--- src/rtl/axi_sram_arbiter.sv ---
// Bridges an instruction read port and a data read/write port onto one AXI3 master.
// One single-beat transaction is in flight at a time; the data port has priority.
module axi_sram_arbiter #(
  parameter logic [3:0] INST_ID = 4'd0,
  parameter logic [3:0] DATA_ID = 4'd1
) (
  input  logic        clock,
  input  logic        reset,
  // instruction port
  input  logic        inst_req,
  input  logic [31:0] inst_addr,
  output logic        inst_addr_ok,
  output logic [31:0] inst_rdata,
  output logic        inst_data_ok,
  // data port
  input  logic        data_req,
  input  logic        data_wr,
  input  logic [1:0]  data_size,
  input  logic [31:0] data_addr,
  input  logic [31:0] data_wdata,
  output logic        data_addr_ok,
  output logic [31:0] data_rdata,
  output logic        data_data_ok,
  // AXI read address
  output logic [3:0]  arid,
  output logic [31:0] araddr,
  output logic [3:0]  arlen,
  output logic [2:0]  arsize,
  output logic [1:0]  arburst,
  output logic [1:0]  arlock,
  output logic [3:0]  arcache,
  output logic [2:0]  arprot,
  output logic        arvalid,
  input  logic        arready,
  // AXI read data
  input  logic [3:0]  rid,
  input  logic [31:0] rdata,
  input  logic [1:0]  rresp,
  input  logic        rlast,
  input  logic        rvalid,
  output logic        rready,
  // AXI write address / data / response
  output logic [3:0]  awid,
  output logic [31:0] awaddr,
  output logic [3:0]  awlen,
  output logic [2:0]  awsize,
  output logic [1:0]  awburst,
  output logic [1:0]  awlock,
  output logic [3:0]  awcache,
  output logic [2:0]  awprot,
  output logic        awvalid,
  input  logic        awready,
  output logic [3:0]  wid,
  output logic [31:0] wdata,
  output logic [3:0]  wstrb,
  output logic        wlast,
  output logic        wvalid,
  input  logic        wready,
  input  logic [3:0]  bid,
  input  logic [1:0]  bresp,
  input  logic        bvalid,
  output logic        bready
);

  typedef enum logic [2:0] {StIdle, StAr, StR, StW, StB} state_e;

  state_e      state_q, state_d;
  logic [31:0] addr_q, wdata_q;
  logic [1:0]  size_q;
  logic        owner_q;  // 1: data port owns the transaction
  logic        aw_done_q, w_done_q;

  logic live, take_data, take_inst, aw_hs, w_hs;

  // Response fields and rlast carry nothing a single-beat master needs.
  logic unused_inputs;
  assign unused_inputs = ^{rid, rresp, rlast, bid, bresp};

  assign live      = !reset;
  assign take_data = (state_q == StIdle) && data_req;
  assign take_inst = (state_q == StIdle) && inst_req && !data_req;
  assign aw_hs     = (state_q == StW) && !aw_done_q && awready;
  assign w_hs      = (state_q == StW) && !w_done_q && wready;

  always_comb begin
    state_d = state_q;
    case (state_q)
      StIdle: begin
        if (take_data)      state_d = data_wr ? StW : StAr;
        else if (take_inst) state_d = StAr;
      end
      StAr: if (arready) state_d = StR;
      StR:  if (rvalid) state_d = StIdle;
      StW:  if ((aw_done_q || awready) && (w_done_q || wready)) state_d = StB;
      StB:  if (bvalid) state_d = StIdle;
      default: state_d = StIdle;
    endcase
  end

  always_ff @(posedge clock) begin
    if (reset) begin
      state_q   <= StIdle;
      addr_q    <= '0;
      wdata_q   <= '0;
      size_q    <= '0;
      owner_q   <= 1'b0;
      aw_done_q <= 1'b0;
      w_done_q  <= 1'b0;
    end else begin
      state_q <= state_d;
      if (take_data || take_inst) begin
        addr_q    <= take_data ? data_addr : inst_addr;
        size_q    <= take_data ? data_size : 2'd2;
        wdata_q   <= data_wdata;
        owner_q   <= take_data;
        aw_done_q <= 1'b0;
        w_done_q  <= 1'b0;
      end else begin
        if (aw_hs) aw_done_q <= 1'b1;
        if (w_hs)  w_done_q  <= 1'b1;
      end
    end
  end

  assign inst_addr_ok = live && take_inst;
  assign data_addr_ok = live && take_data;

  assign arvalid = live && (state_q == StAr);
  assign rready  = live && (state_q == StR);
  assign awvalid = live && (state_q == StW) && !aw_done_q;
  assign wvalid  = live && (state_q == StW) && !w_done_q;
  assign bready  = live && (state_q == StB);

  assign inst_rdata   = rdata;
  assign data_rdata   = rdata;
  assign inst_data_ok = rready && rvalid && !owner_q;
  assign data_data_ok = (rready && rvalid && owner_q) || (bready && bvalid);

  assign arid    = live ? (owner_q ? DATA_ID : INST_ID) : 4'd0;
  assign araddr  = addr_q;
  assign arlen   = 4'd0;
  assign arsize  = {1'b0, size_q};
  assign arburst = 2'b01;
  assign arlock  = 2'd0;
  assign arcache = 4'd0;
  assign arprot  = 3'd0;

  assign awid    = live ? DATA_ID : 4'd0;
  assign awaddr  = addr_q;
  assign awlen   = 4'd0;
  assign awsize  = {1'b0, size_q};
  assign awburst = 2'b01;
  assign awlock  = 2'd0;
  assign awcache = 4'd0;
  assign awprot  = 3'd0;

  assign wid   = live ? DATA_ID : 4'd0;
  assign wdata = wdata_q;
  assign wlast = 1'b1;

  always_comb begin
    wstrb = 4'b1111;
    case (size_q)
      2'd0:    wstrb = 4'b0001 << addr_q[1:0];
      2'd1:    wstrb = addr_q[1] ? 4'b1100 : 4'b0011;
      default: wstrb = 4'b1111;
    endcase
  end

endmodule

--- config.mk ---
export PLATFORM = sky130hd
export DESIGN_NAME = axi_sram_arbiter
export DESIGN_NICKNAME = d
export VERILOG_FILES = /design/src/rtl/axi_sram_arbiter.sv
export SDC_FILE = /design/constraint.sdc
export NUM_CORES = 1
export LEC_CHECK = 0
export CAP_MARGIN = 5
export CORE_AREA = 2 2 146 148
export DETAILED_ROUTE_END_ITERATION = 16
export DIE_AREA = 0 0 148 150
export PLACE_DENSITY = 0.54
export SKIP_LAST_GASP = 1
export SYNTH_ARGS = -nofsm -noshare
export SYNTH_HDL_FRONTEND = slang
export SYNTH_SLANG_ARGS = --single-unit
export TNS_END_PERCENT = 5
--- constraint.sdc ---
create_clock -name clock -period 1.52 [get_ports clock]
set_input_delay 0.152 -clock clock [delete_from_list [all_inputs] [get_ports clock]]
set_output_delay 0.152 -clock clock [all_outputs]
set_load 0.02 [all_outputs]
==> results.sh, run 1 <==
export IMPL_path_buf_inv=1
export IMPL_initial_core_util=0.2149
export IMPL_cts_buffers_inserted=9
export IMPL_synthCells=532
export IMPL_finalCriticalPeriod_ns=1.702
export IMPL_violations="negative setup slack"
export IMPL_drt_wl_total_mm=13.32
export IMPL_synth_most_common_cell="buf_4"
export IMPL_crit_chain="or4b_4 -> nor3b_2 -> buf_4"
export IMPL_grt_max_degree=39
export IMPL_synthTopCellsByCount="buf_4, dfxtp_1, nand2_1, nor2_1, inv_1"
export IMPL_min_to="owner_q$_SDFFE_PP0P_"
export IMPL_powerDensity_nw_per_um2=1289
export IMPL_leakage_uw=0.002777
export IMPL_antenna_found_initial=0
export IMPL_ys_seq_elements=72
export IMPL_cts_sinks=72
export IMPL_grt_pass1_wl_mm=19.95
export IMPL_drc_errors=0
export IMPL_synth_top_flop_cell="dfxtp_1"
export IMPL_worst_setup_path_type="reg2out"
export IMPL_fin_cells=937
export IMPL_hpwlAfterDp_mm=9.563
export IMPL_die_width_um=148
export IMPL_ir_worst_vdd_mv=0.5393
export IMPL_slew_viol_final=0
export IMPL_hp_class="in2reg"
export IMPL_tightest_slew_ns=0.6203
export IMPL_async_flop_share=0
export IMPL_synth_yosys_warnings=0
export IMPL_setup_viol=81
export IMPL_drtPass1Iterations=4
export IMPL_clk_pin_slew_ns=0.07
export IMPL_clk_latency_ns=0.34
export IMPL_grt_overflow=0
export IMPL_fin_area_um2=6494
export IMPL_root_buffer="clkbuf_16"
export IMPL_drtAntennaViolNets=0
export IMPL_place_port_buffers=223
export IMPL_crit_path_end_kind="primary output"
export IMPL_rsz0062_at_grt="yes"
export IMPL_antenna_cells=0
export IMPL_ios=375
export IMPL_hold_buffers=0
export IMPL_yosys_area_top_type="dfxtp_1"
export IMPL_cts_tree="built"
export IMPL_vias_per_cell=4.016
export IMPL_dieHeight_um=150
export IMPL_rr_worst_depth=6
export IMPL_required_ns=1.37
export IMPL_rows=53
export IMPL_drt_iter0_drc=106
export IMPL_core_um2=20690
export IMPL_fin_crit_sh=1.120
export IMPL_p_total_uw=8368
export IMPL_vias=3763
export IMPL_critPathLaunchType="register"
export IMPL_grtUsageTotal=0.1178
export IMPL_fin_hold_ws_ns=0.2956
export IMPL_fin_skew_ns=0.005774
export IMPL_die_area_um2=22200
export IMPL_layout_drive_gt1_share=0.1133
export IMPL_place_congestion=0.6987
export IMPL_avgRoutedWirePerCell_um=14.21
export IMPL_syn_area_um2=4447
export IMPL_area_delta_synth_final_pct=46.03
export IMPL_max_stage_delay_ns=0.53
export IMPL_placed_cell_area_um2=6137
export IMPL_pre_cts_ws_ns=-0.7982
export IMPL_hold_violations=0
export IMPL_finalNetCount=810
export IMPL_status="complete, but fails checks"
export IMPL_slew_headroom=0.5855
export IMPL_timing_rr_end="wdata[12]$_SDFFE_PP0P_"
export IMPL_dp_cells=918
export IMPL_ys_top_cells_by_area="dfxtp_1, buf_4, mux2i_1, o22a_1, a221oi_1"
export IMPL_cts_buffer_depth=2
export IMPL_multi_input_area_um2=1793
export IMPL_hold_path_depth=4
export IMPL_crit_slowest_cell="or4b_4"
export IMPL_h_tree_depth=3
export IMPL_rrSetupSlack_ns=-0.08
export IMPL_drv_cap=0
export IMPL_synth_edf_count=0
export IMPL_r2r_start="state_q[0]$_SDFFE_PP0P_"
export IMPL_grt_pass1_vias=3584
export IMPL_synth_cell_types=40
export IMPL_max_freq_mhz=587.4
export IMPL_timing_final_ws_setup_ns=-0.1824
export IMPL_seqCellArea_um2=1448
export IMPL_cp_arrival_ns=1.55
export IMPL_syn_avg_cell_area_um2=8.359
export IMPL_worstPathMaxFanout=3
export IMPL_fill_cells=2189
export IMPL_cpLargestDelayFamily="simple AND/OR/NAND/NOR gates"
export IMPL_hold_start="data_req"
export IMPL_post_synth_top_area_fraction=0.3241
export IMPL_seq_area_frac_synth=0.3241
area by class of cell:
type,instances,share of cell area
Clock inverter,7,0.01195
Sequential cell,72,0.2229
Clock buffer,9,0.03468
Timing Repair Buffer,252,0.3800
Tap cell,275,0.05299
Inverter,37,0.02139
Multi-Input combinational cell,285,0.2761
stage by stage:
stage,setup TNS [ns],util
final,-2.969,0.3139
after floorplan,-0.03324,-
after CTS,-5.127,0.3121
after global routing,-11.12,0.3139
after global placement,-30.08,0.2966
after detailed placement,-29.46,0.2966
how the worst max path moves through the flow:
stage | from | end | cells after the start
after floorplan | state_q[0]$_SDFFE_PP0P_ | inst_addr_ok | 3
after global placement | inst_req | inst_addr_ok | 4
after detailed placement | inst_req | inst_addr_ok | 4
after CTS | state_q[0]$_SDFFE_PP0P_ | inst_data_ok | 3
after global routing | state_q[0]$_SDFFE_PP0P_ | inst_data_ok | 3
final | state_q[0]$_SDFFE_PP0P_ | inst_data_ok | 3
sequential cells by signal, indices dropped and copies added (netlist names):
signal,count
aw_done_q,1
wdata,32
state_q,3
owner_q,1
w_done_q,1
araddr,32
size_q,2
worst min-delay path: stages:
cell and delay (ns):
buf_2 0.16, nand2_2 0.10, buf_4 0.12, a21oi_1 0.05
cell families (layout without fill, tap and decap cells):
group / after synthesis / count (layout) / synth area share
muxes: 32 / 32 / 0.07203
buffers and inverters: 216 / 305 / 0.3205
DFF: 72 / 72 / 0.3241
and+or+nand+nor: 128 / 129 / 0.1275
AOI/OAI and AO/OA: 82 / 82 / 0.1542
other: 2 / 42 / 0.001689
cell usage in the layout, fill, tap and decap left out, drive strengths merged, types with 3 or more instances in the layout:
cell,n
o22a,32
clkdlybuf4s50,206
clkbuf,9
a21oi,5
buf,39
o21bai,4
conb,42
nor3,9
nand2,67
inv,39
nor2,39
dfxtp,72
dlygate4sd2,6
mux2i,32
clkinv,3
nor2b,3
a221oi,31
repair_timing:
item	CTS	global route
setup endpoints to repair	93	117
setup buffers	0	2
gates resized for setup	53	19
gates cloned	1	0
pin swaps	5	4
power by group:
| group | switching, uW | total [uW] | internal, uW |
|---|---|---|---|
| logic | 1800 | 3610 | 1810 |
| registers | 286 | 2550 | 2260 |
| clock network | 926 | 2210 | 1290 |
per-layer routing:
| layer | part of all wire | GRT usage | vias to the layer above |
|---|---|---|---|
| met3 | 0.098 | 0.05000 | 30 |
| met5 | 0 | 0 | - |
| met2 | 0.46 | 0.1924 | 178 |
| met1 | 0.42 | 0.1363 | 1705 |
| li1 | - | - | 1850 |
| met4 | 0.023 | 0.04714 | 0 |
No activity file was read; power rests on OpenSTA's default activity.
==> run 2, diff against run 1 <==
--- a/config.mk
+++ b/config.mk
@@ -7,6 +7,7 @@
 export LEC_CHECK = 0
 export CAP_MARGIN = 5
 export CORE_AREA = 2 2 146 148
+export CTS_BUF_LIST = sky130_fd_sc_hd__clkbuf_8
 export DETAILED_ROUTE_END_ITERATION = 16
 export DIE_AREA = 0 0 148 150
 export PLACE_DENSITY = 0.54
==> run 2 against run 1 <==
- the run still ends with negative setup slack left
- first-iteration DRC count rose by 38%
- global-route usage fell by 0.12 points
- critical endpoint is now inst_addr_ok
- sequential power barely moved
- sequential share of layout area rose by 0.32 points
- maximum frequency fell by 1.7%
- sequential cell count did not move
==> results.sh, run 2 (synthesis results as in run 1) <==
export IMPL_crit_chain="or4b_4 -> nor3_2 -> buf_4"
export IMPL_cts_sinks=72
export IMPL_antenna_cells=0
export IMPL_hold_violations=0
export IMPL_cp_arrival_ns=1.58
export IMPL_fill_cells=2208
export IMPL_initial_core_util=0.2149
export IMPL_tightest_slew_ns=0.5836
export IMPL_seqCellArea_um2=1450
export IMPL_powerDensity_nw_per_um2=1212
export IMPL_status="complete, but fails checks"
export IMPL_cpLargestDelayFamily="simple AND/OR/NAND/NOR gates"
export IMPL_path_buf_inv=1
export IMPL_place_port_buffers=223
export IMPL_crit_cells=3
export IMPL_h_tree_depth=3
export IMPL_max_freq_mhz=577.6
export IMPL_timing_final_ws_setup_ns=-0.2113
export IMPL_fin_crit_sh=1.139
export IMPL_rr_worst_depth=7
export IMPL_crit_path_end_kind="primary output"
export IMPL_met1Wirelength_mm=5.604
export IMPL_finalCriticalPeriod_ns=1.731
export IMPL_leakage_uw=0.002777
export IMPL_clk_latency_ns=0.36
export IMPL_layout_drive_gt1_share=0.1178
export IMPL_place_congestion=0.6987
export IMPL_cts_tree="built"
export IMPL_cts_buffers_inserted=9
export IMPL_drc_errors=0
export IMPL_rsz0062_at_grt="yes"
export IMPL_grt_overflow=0
export IMPL_slew_headroom=0.6100
export IMPL_fin_area_um2=6412
export IMPL_die_area_um2=22200
export IMPL_layout_common_cells="clkdlybuf4s50_1, dfxtp_1, nand2_1"
export IMPL_clk_pin_slew_ns=0.09
export IMPL_finalNetCount=810
export IMPL_multi_input_area_um2=1803
export IMPL_required_ns=1.37
export IMPL_ir_worst_vdd_mv=0.5298
export IMPL_slew_viol_final=0
export IMPL_worstPathMaxFanout=3
export IMPL_grt_max_degree=39
export IMPL_grt_pass1_wl_mm=19.77
export IMPL_rows=53
export IMPL_critPathLaunchType="register"
export IMPL_antenna_found_initial=0
export IMPL_vias=3761
export IMPL_placed_cell_area_um2=6137
export IMPL_root_buffer="clkbuf_8"
export IMPL_cts_buffer_depth=2
export IMPL_fin_setup_tns_ns=-8.318
export IMPL_drt_iter0_drc=146
export IMPL_setup_viol=89
export IMPL_fin_skew_ns=0.008107
export IMPL_hpwlAfterDp_mm=9.563
export IMPL_wl_met3_mm=1.297
export IMPL_drv_cap=0
export IMPL_crit_slowest_cell="or4b_4"
export IMPL_routed_top_layer="met4"
export IMPL_max_stage_delay_ns=0.54
export IMPL_die_width_um=148
export IMPL_hp_class="in2reg"
export IMPL_drtAntennaViolNets=0
export IMPL_violations="negative setup slack"
export IMPL_wl_met2_mm=6.070
export IMPL_vias_per_cell=4.014
export IMPL_drt_wl_total_mm=13.26
export IMPL_ios=375
export IMPL_worst_setup_path_type="reg2out"
export IMPL_drtPass1Iterations=4
export IMPL_hold_buffers=0
export IMPL_dieHeight_um=150
export IMPL_final_common_cell="clkdlybuf4s50_1"
export IMPL_hold_path_depth=4
export IMPL_grt_pass1_vias=3596
export IMPL_avgRoutedWirePerCell_um=14.15
export IMPL_core_um2=20690
export IMPL_area_delta_synth_final_pct=44.20
export IMPL_grtUsageTotal=0.1165
## run 2: cell count changes in the layout (fill, tap and decap cells not counted), sizes merged
| cell | before | now |
|---|---|---|
| clkdlybuf4s15 | 1 | 0 |
| clkdlybuf4s50 | 206 | 204 |
| buf | 39 | 40 |
| dlymetal6s2s | 0 | 3 |
| dlygate4sd2 | 6 | 5 |
## run 2: final timing paths
| path | startpoint | end | slack [ns] |
|---|---|---|---|
| setup / recovery | state_q[0]$_SDFFE_PP0P_ | inst_addr_ok | -0.21 |
| hold / removal | data_req | owner_q$_SDFFE_PP0P_ | 0.27 |
| setup reg to reg | state_q[2]$_SDFFE_PP0P_ | wdata[12]$_SDFFE_PP0P_ | -0.16 |
| hold reg to reg | wdata[29]$_SDFFE_PP0P_ | wdata[29]$_SDFFE_PP0P_ | 0.46 |
## run 2: area by class of cell
type / count / area share
Clock buffer: 9 / 0.01932
Clock inverter: 7 / 0.01210
Inverter: 37 / 0.02166
Multi-Input combinational cell: 285 / 0.2812
Sequential cell: 72 / 0.2261
Tap cell: 275 / 0.05366
Timing Repair Buffer: 252 / 0.3860
## run 2: worst reg2reg max path: stages (launching register included)
cell and delay, ns:
dfxtp_4 0.36, buf_4 0.13, buf_6 0.12, nor3_4 0.19
buf_4 0.20, o21a_4 0.20, buf_12 0.21, mux2i_1 0.22
## run 2: metal layers
metal,up-vias,track usage
met5,-,0
met4,0,0.04571
met3,30,0.04939
met2,181,0.1884
met1,1708,0.1368
li1,1842,-
## run 2: where the power goes
group          leakage [uW]  total (uW)  switching [uW]  internal [uW]
registers          0.000599        2550             284           2260
clock network      0.000100        1620             850            773
logic               0.00208        3600            1800           1800
## run 2: metrics by stage
stage                     cells  setup WS [ns]  hold slack, ns  total power [uW]  utilization
final                       937        -0.2113          0.2665              7771       0.3099
after global routing        937        -0.2975          0.2569              8232       0.3099
after CTS                   935        -0.2458          0.2226              7923       0.3080
after detailed placement    918        -0.7982          0.3042              6197       0.2966
after global placement      918        -0.8324          0.3042              6188       0.2966
after floorplan             572       -0.03324          0.2942              5030            -
## run 2: timing repair
action / in CTS / in global routing
hold endpoints to repair: 0 / 0
buffers inserted: 0 / 2
gates resized for setup: 60 / 20
cloned: 1 / 0
endpoints found under the setup margin: 138 / 178
pin swaps: 5 / 5
==> run 3, diff against run 2 <==
--- a/config.mk
+++ b/config.mk
@@ -8,6 +8,7 @@
 export CAP_MARGIN = 5
 export CORE_AREA = 2 2 146 148
 export CTS_BUF_LIST = sky130_fd_sc_hd__clkbuf_8
+export CTS_CLUSTER_SIZE = 40
 export DETAILED_ROUTE_END_ITERATION = 16
 export DIE_AREA = 0 0 148 150
 export PLACE_DENSITY = 0.54
==> results of run 3 <==
No change in the layout: final DEF, timing and power equal those of run 2.
